File: config.mk
export PLATFORM = sky130hd
export DESIGN_NAME = instr_loader
export DESIGN_NICKNAME = d
export VERILOG_FILES = /design/src/rtl/instr_loader.sv
export SDC_FILE = /design/constraint.sdc
export NUM_CORES = 1
export LEC_CHECK = 0
export ABC_AREA = 0
export CAP_MARGIN = 40
export CELL_PAD_IN_SITES_DETAIL_PLACEMENT = 1
export CELL_PAD_IN_SITES_GLOBAL_PLACEMENT = 1
export CORE_AREA = 2 2 108 110
export CTS_BUF_LIST = sky130_fd_sc_hd__clkbuf_8
export DETAILED_ROUTE_END_ITERATION = 8
export DIE_AREA = 0 0 110 112
export PLACE_DENSITY_LB_ADDON = 0.1
export SETUP_SLACK_MARGIN = 0.1
export SYNTH_ARGS = -nofsm -noshare
export SYNTH_HDL_FRONTEND = slang
export SYNTH_SLANG_ARGS = --single-unit
File: constraint.sdc
create_clock -name clk -period 5 [get_ports clk]
set_input_delay 0.75 -clock clk [delete_from_list [all_inputs] [get_ports clk]]
set_output_delay 0.75 -clock clk [all_outputs]
set_load 0.005 [all_outputs]
File: src/rtl/instr_loader.sv
// Instruction loader: assembles a little-endian byte stream into 32-bit words,
// writes them to instruction memory, then releases the core to run.
module instr_loader #(
    parameter int ADDR_W    = 8,
    parameter int MEM_WORDS = 256
) (
    input  logic              clk,
    input  logic              reset,
    input  logic              start,
    input  logic [ADDR_W:0]   word_count,
    input  logic              abort,
    input  logic              byte_valid,
    input  logic [7:0]        byte_data,
    output logic              byte_ready,
    output logic              mem_we,
    output logic [ADDR_W-1:0] mem_addr,
    output logic [31:0]       mem_wdata,
    output logic              busy,
    output logic              done,
    output logic              core_run,
    output logic              err
);

    typedef enum logic [1:0] {
        S_IDLE    = 2'd0,
        S_COLLECT = 2'd1,
        S_WRITE   = 2'd2,
        S_DONE    = 2'd3
    } state_t;

    localparam logic [ADDR_W:0] MAX_COUNT = (ADDR_W+1)'(MEM_WORDS);
    localparam logic [ADDR_W:0] COUNT_ONE = (ADDR_W+1)'(1);

    state_t              state_q, state_d;
    logic [ADDR_W:0]     count_q, count_d;
    logic [ADDR_W-1:0]   addr_q, addr_d;
    logic [1:0]          byte_idx_q, byte_idx_d;
    logic [31:0]         wdata_q, wdata_d;
    logic                core_run_q, core_run_d;
    logic                err_q, err_d;

    logic                count_ok;
    logic                start_ok;
    logic                byte_accept;
    logic                last_word;

    // A zero-length or oversized session is refused so the address never leaves the memory.
    assign count_ok    = (word_count != '0) && (word_count <= MAX_COUNT);
    assign start_ok    = start && count_ok;
    assign byte_accept = byte_valid && (state_q == S_COLLECT);
    assign last_word   = ({1'b0, addr_q} == (count_q - COUNT_ONE));

    // State and datapath registers; reset clears everything at once, independent of clk.
    always_ff @(posedge clk or negedge reset) begin
        if (!reset) begin
            state_q    <= S_IDLE;
            count_q    <= '0;
            addr_q     <= '0;
            byte_idx_q <= '0;
            wdata_q    <= '0;
            core_run_q <= 1'b0;
            err_q      <= 1'b0;
        end else begin
            state_q    <= state_d;
            count_q    <= count_d;
            addr_q     <= addr_d;
            byte_idx_q <= byte_idx_d;
            wdata_q    <= wdata_d;
            core_run_q <= core_run_d;
            err_q      <= err_d;
        end
    end

    // Next-state logic: abort beats byte acceptance and beats the post-write decision.
    always_comb begin
        state_d = state_q;
        case (state_q)
            S_IDLE: begin
                if (start_ok) state_d = S_COLLECT;
            end
            S_COLLECT: begin
                if (abort)                                      state_d = S_IDLE;
                else if (byte_accept && (byte_idx_q == 2'd3))   state_d = S_WRITE;
            end
            S_WRITE: begin
                if (abort)          state_d = S_IDLE;
                else if (last_word) state_d = S_DONE;
                else                state_d = S_COLLECT;
            end
            S_DONE: begin
                state_d = S_IDLE;
            end
            default: state_d = S_IDLE;
        endcase
    end

    // Datapath updates: session setup, byte-lane assembly, address advance, status flags.
    always_comb begin
        count_d    = count_q;
        addr_d     = addr_q;
        byte_idx_d = byte_idx_q;
        wdata_d    = wdata_q;
        core_run_d = core_run_q;
        err_d      = err_q;
        case (state_q)
            S_IDLE: begin
                if (start) begin
                    if (count_ok) begin
                        count_d    = word_count;
                        addr_d     = '0;
                        byte_idx_d = '0;
                        err_d      = 1'b0;
                        core_run_d = 1'b0;
                    end else begin
                        err_d = 1'b1;
                    end
                end
            end
            S_COLLECT: begin
                if (abort) begin
                    // A partial word is dropped; a byte handshaked in this cycle is swallowed.
                    byte_idx_d = '0;
                end else if (byte_accept) begin
                    wdata_d[{byte_idx_q, 3'b000} +: 8] = byte_data;
                    byte_idx_d = byte_idx_q + 2'd1;
                end
            end
            S_WRITE: begin
                if (!abort) begin
                    if (last_word) core_run_d = 1'b1;
                    else           addr_d     = addr_q + 1'b1;
                end
            end
            default: ;
        endcase
    end

    // Outputs decoded from the registered state only, so reset forces them low immediately.
    always_comb begin
        byte_ready = (state_q == S_COLLECT);
        mem_we     = (state_q == S_WRITE);
        busy       = (state_q != S_IDLE);
        done       = (state_q == S_DONE);
        mem_addr   = addr_q;
        mem_wdata  = wdata_q;
        core_run   = core_run_q;
        err        = err_q;
    end

endmodule

==> results of run 1 <==
==> area by class of cell <==
class                   count  area [um^2]  area share, %
flip-flops and latches     55         1380           37.7
multi-input cells         235         1260           34.6
repair buffers             72          696           19.1
well taps                 143          179           4.90
clock buffers               6         82.6           2.26
inverters                  10         37.5           1.03
clock inverters             2         17.5          0.480
==> worst max path at each step <==
stage / endpoint / slack, ns / cells past startpoint
finish: mem_addr[1] / 2.31 / 9
global route: count_q[6] / 2.11 / 8
CTS: mem_addr[0] / 2.30 / 9
detailed placement: count_q[7] / 2.00 / 8
global placement: count_q[6] / 2.00 / 8
floorplan: core_run / 2.66 / 6
==> registers in the layout, summed over array words and instances (netlist names) <==
name	count
byte_idx_q	2
core_run	1
count_q	9
err	1
mem_addr	8
mem_wdata	32
state_q	2
==> where the power goes <==
| part | internal (uW) | switching (uW) | total, uW |
|---|---|---|---|
| logic | 130 | 131 | 261 |
| registers | 491 | 42.1 | 533 |
| clock network | 117 | 166 | 283 |
==> synth_stat cells (2+ instances only) <==
| cell | number | area [um^2] |
|---|---|---|
| nor3b_1 | 3 | 22.5 |
| nand3_1 | 3 | 15.0 |
| xor2_1 | 6 | 52.6 |
| o31ai_1 | 3 | 22.5 |
| and2_1 | 2 | 12.5 |
| a21oi_1 | 7 | 35.0 |
| ha_1 | 7 | 87.6 |
| nor2_1 | 15 | 56.3 |
| o211ai_1 | 2 | 15.0 |
| xnor2_1 | 3 | 26.3 |
| inv_1 | 10 | 37.5 |
| nand2_1 | 97 | 364 |
| o21ai_0 | 43 | 215 |
| clkbuf_1 | 6 | 22.5 |
| nor2b_1 | 3 | 18.8 |
| nand4_1 | 4 | 25.0 |
| dfrtp_1 | 55 | 1380 |
| nor4_1 | 3 | 18.8 |
| nand3b_1 | 2 | 15.0 |
| nand2b_1 | 4 | 25.0 |
| or3_1 | 4 | 25.0 |
| nor3_1 | 5 | 25.0 |
==> worst reg2reg max path, delay by kind of cell (launching register included) <==
kind,cells,cell delay [ns]
compound gates,6,1.64
simple gates,1,0.11
flops,1,0.46
fa+ha+maj,1,0.30
buf+inv,1,0.11
==> stage by stage <==
stage | hold slack (ns) | instance area (um^2)
floorplan | 0.454 | 2710
global placement | 0.463 | 3530
detailed placement | 0.475 | 3550
CTS | 0.503 | 3650
global route | 0.532 | 3650
finish | 0.492 | 3650
==> layer usage <==
metal  routed length [um]  GRT usage [%]  vias up
met4                   90           3.54        0
met2                 4160           24.4       40
met3                  274           2.69        7
met1                 3740           18.4     1201
li1                     -              -     1185
met5                    0              0        -
==> cell families (layout without fill, tap and decap cells) <==
group / Yosys count / count (layout)
compound gates: 68 / 68
xor+xnor: 9 / 9
fa+ha+maj: 7 / 7
mux: 2 / 2
simple gates: 149 / 149
flops: 55 / 55
buf+inv: 18 / 90
==> reports/metrics.cfg, run 1 <==
[yosys]
syn_nets = 337
synth_edf_count = 0
synth-adder-area-share_pct = 3.23
syn_avg_cell_area_um2 = 8.79
yosys.cell_types.count = 43
yosysSeqAreaShare_pct = 50.8
syn-cell-area_um2 = 2710
synthSimpleGateAreaFrac_pct = 24.4
ys.flop_type = dfrtp_1
yosysWarnings = 0
async_flop_share_pct = 100
synth.area.mux_share_pct = 0.786
synth_compound_area_share_pct = 15.0
synth_seq_cells = 55
yosys.area_share.xor_xnor_pct = 2.91
syn_inst = 308
synth_top_family_by_area = simple AND/OR/NAND/NOR gates

[critical_path]
regToRegStartpoint = count_q[0]
cp-start-kind = flip-flop
critPathRequiredTime_ns = 5.24
reg2reg_to = mem_addr[1]
cp-startpoint = count_q[0]
endpoint_kind = flip-flop
critPathKind = reg2reg
critical_path_buf_inv_count = 1
crit_slowest_cell = dfrtp_1
crit_chain = inv_1 > ha_1 > nand2b_1 > o211a_1 > o31a_1 > a2111oi_2 > o2111a_2 > a22oi_1 > o21ai_0
slowest_delay_ns = 0.46
rrSetupSlack_ns = 2.31
cp_top_family = compound AO/OA/AOI/OAI gates
reg2regPathDepth = 9
cp.arrival_ns = 2.93
worstPathMaxFanout = 16

[power]
powerDensity_nw_per_um2 = 295
p_leak_uw = 0.00151
ir_drop_mv = 0.127
design_power_total_uw = 1080

[route]
wl_mm = 8.27
first_iter_violations = 54
via_per_inst = 4.65
dr_total_vias = 2433
drtAntennaViolNets = 0
drc = 0
drt_first_pass_iters = 4
wire_per_inst_um = 15.8

[clocking]
post_cts_buffers = 0
clock_latency_ns = 0.32
numCtsBuffers = 5
ctsResizeCount = 0
cts.clk_slew.worst_paths_ns = 0.11
cts_tree = yes
clock-sinks = 55
hold_buffers = 0
root_buffer = clkbuf_8
ctsHtreeMaxLevel = 2
clockBufferDepth = 2

[global_routing]
grtUsageTotal_pct = 14.3
antenna_found_initial = 0
grt_max_degree = 56
grt_pass1_vias = 2577
grt_pass1_wl_mm = 13.7
grt-ovfl-total = 0

[timing]
setup_ws_ns = 2.31
period_share_pct = 53.9
setup_tns_ns = 0
skew_ns = 0.0115
relSlewSlack_pct = 39.8
worst-slew-pin-transition_ns = 0.900
drv_slew = 0
finalHoldViolCount = 0
rsz0062_at_grt = no
setup_viol = 0
finalCriticalPeriod_ns = 2.69
fmax_mhz = 371

[finish]
utilization_pct = 32.7
mostFrequentLayoutCells = 97 x nand2_1, 66 x clkdlybuf4s50_1, 55 x dfrtp_1
layout.cells.non_filler = 523
num_antenna_cells = 0
nets = 408
syn2layout_area_growth_pct = 34.8
final_layout_size_suffix_gt1_share_pct = 5.53
fill_cells = 1325
final_common_cell = nand2_1

[run]
maxCapViolations = 0

[placed_design]
pre_cts_ws_ns = 2.00
hpwl_mm = 6.08
dp.cells = 515
gp_congestion = 0.731
placement.io_buffers = 67

[floorplanning]
die_area_um2 = 12300
rows = 39
initial_core_util_pct = 24.2
die_height_um = 112
die_w_um = 110
core_um2 = 11200
io_pins = 68

[status]
status = finished, final reports clean

[hold_path]
whs_path_depth = 2
min_path_type = reg2reg
min_to = mem_wdata[2]
min_from = mem_wdata[2]

(Power assumes the default switching activity.)
==> run 2: changes to the inputs <==
==> constraint.sdc (replaced) <==
create_clock -name clk -period 2.39 [get_ports clk]
set_input_delay 0.3585 -clock clk [delete_from_list [all_inputs] [get_ports clk]]
set_output_delay 0.3585 -clock clk [all_outputs]
set_load 0.005 [all_outputs]
==> reports/metrics.cfg, run 2 (synthesized netlist as in run 1, its figures left out) <==
[status]
status = finished, final reports clean

[clocking]
ctsHtreeMaxLevel = 2  ; unchanged
clock-sinks = 55  ; unchanged
hold_buffers = 0  ; unchanged
clockBufferDepth = 2  ; unchanged
cts.clk_slew.worst_paths_ns = 0.10  ; about the same
numCtsBuffers = 5  ; unchanged
root_buffer = clkbuf_8
cts_tree = yes
clock_latency_ns = 0.31  ; about the same

[power]
p_leak_uw = 0.00159  ; +5.3%
design_power_total_uw = 2320  ; +120%
p_int_uw = 1580  ; +110%
p_seq_share_pct = 48.1  ; -1.4 points
sw_frac_of_total_pct = 32.1  ; +0.58 points
clkPwrFrac_pct = 23.0  ; -3.3 points
powerDensity_nw_per_um2 = 598  ; +100%
combPwrFrac_pct = 28.9  ; +4.7 points
ir_drop_mv = 0.304  ; +140%
p_sw_uw = 744  ; +120%

[timing]
relSlewSlack_pct = 61.5  ; +22 points
finalCriticalPeriod_ns = 2.26  ; -0.430 ns
finalHoldViolCount = 0  ; unchanged
setup_tns_ns = 0  ; unchanged
hold_ws_ns = 0.0344  ; -0.458 ns
drv_slew = 0  ; unchanged
skew_ns = 0.0144  ; +0.00286 ns
rsz0062_at_grt = yes
setup_viol = 0  ; unchanged
fmax_mhz = 442  ; +19%
period_share_pct = 94.7  ; +41 points
worst-slew-pin-transition_ns = 0.578  ; -0.322 ns

[route]
wl_mm = 8.49  ; +2.7%
wire_per_inst_um = 15.8  ; -0.39%
dr_total_vias = 2493  ; +2.5%
drtAntennaViolNets = 0  ; unchanged
via_per_inst = 4.63  ; -0.58%
drc = 0  ; unchanged
drt_first_pass_iters = 4  ; unchanged
first_iter_violations = 81  ; +50%

[finish]
nets = 424  ; +3.9%
final_layout_size_suffix_gt1_share_pct = 12.4  ; +6.8 points
layout.cells.non_filler = 539  ; +3.1%
final_common_cell = nand2_1
syn2layout_area_growth_pct = 43.2
multiInputGateArea_um2 = 1360  ; +8.1%
regArea_um2 = 1380  ; +0.18%
num_antenna_cells = 0  ; unchanged
fill_cells = 1310  ; -1.1%
largest_register_ffs = 32  ; unchanged
mostFrequentLayoutCells = 97 x nand2_1, 66 x clkdlybuf4s50_1, 53 x dfrtp_1
utilization_pct = 34.7  ; +2.0 points

[placed_design]
hpwl_mm = 6.27  ; +3.1%
dp.cells = 527  ; +2.3%
placement.io_buffers = 67  ; unchanged
gp_congestion = 0.798  ; +9.1%

[floorplanning]
core_um2 = 11200  ; unchanged
rows = 39  ; unchanged
die_height_um = 112  ; unchanged
die_area_um2 = 12300  ; unchanged
die_w_um = 110  ; unchanged
io_pins = 68  ; unchanged
initial_core_util_pct = 24.2  ; unchanged

[critical_path]
critPathKind = reg2reg
critPathRequiredTime_ns = 2.64  ; -2.60 ns
cp-start-kind = flip-flop
endpoint_kind = flip-flop
cp.arrival_ns = 2.51  ; -0.42 ns
worstPathMaxFanout = 7  ; -9

[run]
maxCapViolations = 0  ; unchanged

[global_routing]
grt_pass1_vias = 2629  ; +2.0%
antenna_found_initial = 0  ; unchanged
grtUsageTotal_pct = 14.6  ; +0.35 points
grt-ovfl-total = 0  ; unchanged
grt_max_degree = 34  ; -39%
grt_pass1_wl_mm = 13.9  ; +1.6%

[hold_path]
min_path_type = in2async

[run 2: cell type report]
cell class                 instances  share of cell area [%]
sequential                        55                    35.6
tap                              143                    4.62
clock buffer                       5                    1.78
inverter                          10                   0.968
multi-input combinational        236                    35.2
clock inverter                     3                   0.516
timing repair buffer              87                    21.4
[run 2: critical path: stages (launching register included)]
cell and delay [ns]:
dfrtp_2 0.42, or4_4 0.61, o31ai_4 0.24, o31ai_4 0.12, o2111a_2 0.32, or3_1 0.37
a21oi_2 0.13
[run 2: path summary, 6_finish.rpt]
path                               start            end  slack [ns]  cells past startpoint
min in group clk           mem_wdata[23]  mem_wdata[23]        0.50                      2
setup reg to reg              count_q[3]    mem_addr[7]        0.13                      6
setup / recovery              count_q[3]    mem_addr[7]        0.13                      6
hold reg to reg            mem_wdata[23]  mem_wdata[23]        0.50                      2
max in group asynchronous          reset     count_q[4]        1.75                      2
hold / removal                     reset    mem_addr[6]        0.03                      1
[run 2: repair_timing]
action                     CTS  global route
setup endpoints to repair    9             9
gates cloned                 1             0
setup buffers                2             1
pin swaps                    2             6
resized for setup            5            17
[run 2: through the flow]
| step | area (um^2) | setup slack [ns] |
|---|---|---|
| after global placement | 3660 | 0.0384 |
| final | 3880 | 0.127 |
| after floorplan | 2710 | 0.134 |
| after global routing | 3880 | 0.0403 |
| after detailed placement | 3660 | -0.0567 |
| after CTS | 3790 | 0.106 |
[run 2: power by group through the flow]
| stage | clock [uW] | combinational [uW] | sequential [uW] |
|---|---|---|---|
| after floorplan | 0 | 271 | 1120 |
| after global placement | 0 | 596 | 1130 |
| after detailed placement | 0 | 605 | 1130 |
| after CTS | 555 | 635 | 1110 |
| after global routing | 592 | 749 | 1130 |
| final | 533 | 671 | 1120 |
[run 2: layer usage]
layer	GRT usage, %	up-vias	routed length (um)
li1	-	1220	-
met1	19.4	1229	3800
met2	24.3	40	4340
met3	3.04	4	273
met4	3.29	0	76
met5	0	-	0
==> run 3: changes to the inputs <==
--- a/config.mk
+++ b/config.mk
@@ -10,7 +10,7 @@
 export CELL_PAD_IN_SITES_DETAIL_PLACEMENT = 1
 export CELL_PAD_IN_SITES_GLOBAL_PLACEMENT = 1
 export CORE_AREA = 2 2 108 110
-export CTS_BUF_LIST = sky130_fd_sc_hd__clkbuf_8
+export CTS_BUF_LIST = sky130_fd_sc_hd__clkbuf_16
 export DETAILED_ROUTE_END_ITERATION = 8
 export DIE_AREA = 0 0 110 112
 export PLACE_DENSITY_LB_ADDON = 0.1
==> reports/metrics.cfg, run 3 (synthesized netlist as in run 1, its figures left out) <==
[status]
status = finished, final reports clean

[timing]
finalHoldViolCount = 0  ; unchanged
relSlewSlack_pct = 60.9  ; -0.56 points
period_share_pct = 93.7  ; -0.99 points
rsz0062_at_grt = yes
worst-slew-pin-transition_ns = 0.586  ; +0.00838 ns
fmax_mhz = 447  ; +1.1%
setup_ws_ns = 0.151  ; +0.0237 ns
skew_ns = 0.0100  ; -0.00438 ns
drv_slew = 0  ; unchanged
setup_viol = 0  ; unchanged
finalCriticalPeriod_ns = 2.24  ; -0.0237 ns

[finish]
nets = 426  ; +0.47%
largest_register_ffs = 32  ; unchanged
layout.cells.non_filler = 541  ; +0.37%
final_common_cell = nand2_1
mostFrequentLayoutCells = 97 x nand2_1, 66 x clkdlybuf4s50_1, 53 x dfrtp_1
final_layout_size_suffix_gt1_share_pct = 12.8  ; +0.44 points
syn2layout_area_growth_pct = 45.9
num_antenna_cells = 0  ; unchanged

[route]
drt_first_pass_iters = 4  ; unchanged
wire_per_inst_um = 15.7  ; -0.45%
drc = 0  ; unchanged
drtAntennaViolNets = 0  ; unchanged
dr_total_vias = 2513  ; +0.80%
first_iter_violations = 71  ; -12%
wl_mm = 8.48  ; about the same
via_per_inst = 4.65  ; +0.43%

[clocking]
cts_tree = yes
ctsHtreeMaxLevel = 2  ; unchanged
clock-sinks = 55  ; unchanged
root_buffer = clkbuf_16
clock_latency_ns = 0.30  ; about the same
clockBufferDepth = 2  ; unchanged
numCtsBuffers = 5  ; unchanged
cts.clk_slew.worst_paths_ns = 0.07  ; -0.03 ns

[critical_path]
critPathRequiredTime_ns = 2.61  ; -0.03 ns
crit_chain = or4_4 > o31ai_4 > o31ai_4 > o2111a_2 > or3_1 > a21oi_1
endpoint_kind = flip-flop
cp.arrival_ns = 2.46  ; -0.05 ns
worstPathMaxFanout = 6  ; -1
cp_common_cell = o31ai_4
slowest_delay_ns = 0.59  ; -0.02 ns
crit_slowest_cell = or4_4
cp-start-kind = flip-flop
critPathKind = reg2reg

[global_routing]
grt-ovfl-total = 0  ; unchanged
grtUsageTotal_pct = 14.7  ; +0.060 points
grt_pass1_vias = 2640  ; +0.42%
grt_max_degree = 34  ; unchanged
grt_pass1_wl_mm = 13.9  ; unchanged
antenna_found_initial = 0  ; unchanged

[floorplanning]
die_w_um = 110  ; unchanged
initial_core_util_pct = 24.2  ; unchanged
core_um2 = 11200  ; unchanged
rows = 39  ; unchanged
die_height_um = 112  ; unchanged
io_pins = 68  ; unchanged
die_area_um2 = 12300  ; unchanged

[power]
p_leak_uw = 0.00163  ; +2.6%
powerDensity_nw_per_um2 = 643  ; +7.4%
ir_drop_mv = 0.296  ; -2.4%

[placed_design]
placement.io_buffers = 67  ; unchanged
pre_cts_ws_ns = -0.0567  ; unchanged
gp_congestion = 0.798  ; unchanged
hpwl_mm = 6.27  ; unchanged
dp.cells = 527  ; unchanged

[run]
maxCapViolations = 0  ; unchanged

[hold_path]
min_path_type = in2async

run 3: layout make-up:
cell class / count / area [um^2]
clock buffers: 5 / 125
clock inverters: 3 / 20.0
repair buffers: 89 / 843
multi-input cells: 236 / 1370
flip-flops and latches: 55 / 1380
inverters: 10 / 37.5
fillers: 1302 / 7220
well taps: 143 / 179
run 3: power by group:
group	switching, uW	internal [uW]
sequential	86.9	1030
combinational	335	348
clock	350	390
total	772	1770
run 3: worst paths after layout:
kind	endpoint	depth (start not counted)	startpoint	slack, ns
setup reg to reg	mem_addr[7]	6	count_q[3]	0.15
setup / recovery	mem_addr[7]	6	count_q[3]	0.15
hold reg to reg	mem_wdata[23]	2	mem_wdata[23]	0.49
min in group clk	mem_wdata[23]	2	mem_wdata[23]	0.49
hold / removal	mem_addr[6]	1	reset	0.06
max in group asynchronous	count_q[4]	2	reset	1.72
run 3: timing repair:
item,CTS,global route
setup endpoints to repair,9,10
setup buffers,3,2
gates resized for setup,5,16
pin swaps,3,4
hold buffers,0,0
cloned,1,0
run 3: routing by layer:
metal  GRT usage [%]  part of all wire (%)  vias up  wire length, um
li1                -                     -     1225                -
met1            19.4                    44     1238             3760
met2            24.3                    51       42             4310
met3            2.87                   3.3        8              277
met4            4.14                   1.5        0              131
met5               0                     0        -                0
run 3: stage by stage:
stage	setup TNS (ns)	instance area, um^2	power, uW	hold slack (ns)	utilization, %
after floorplan	0	2710	1390	0.0629	-
after global placement	0	3660	1730	0.405	32.8
final	0	3950	2540	0.0604	35.3
after global routing	0	3950	2690	0.110	35.3
after CTS	0	3860	2510	0.0801	34.5
after detailed placement	-0.185	3660	1740	0.397	32.8
run 3: critical path, delay by kind of cell (launching register included):
family / cells / cell delay [ns]
compound gates: 4 / 0.81
flops: 1 / 0.42
simple gates: 2 / 0.95
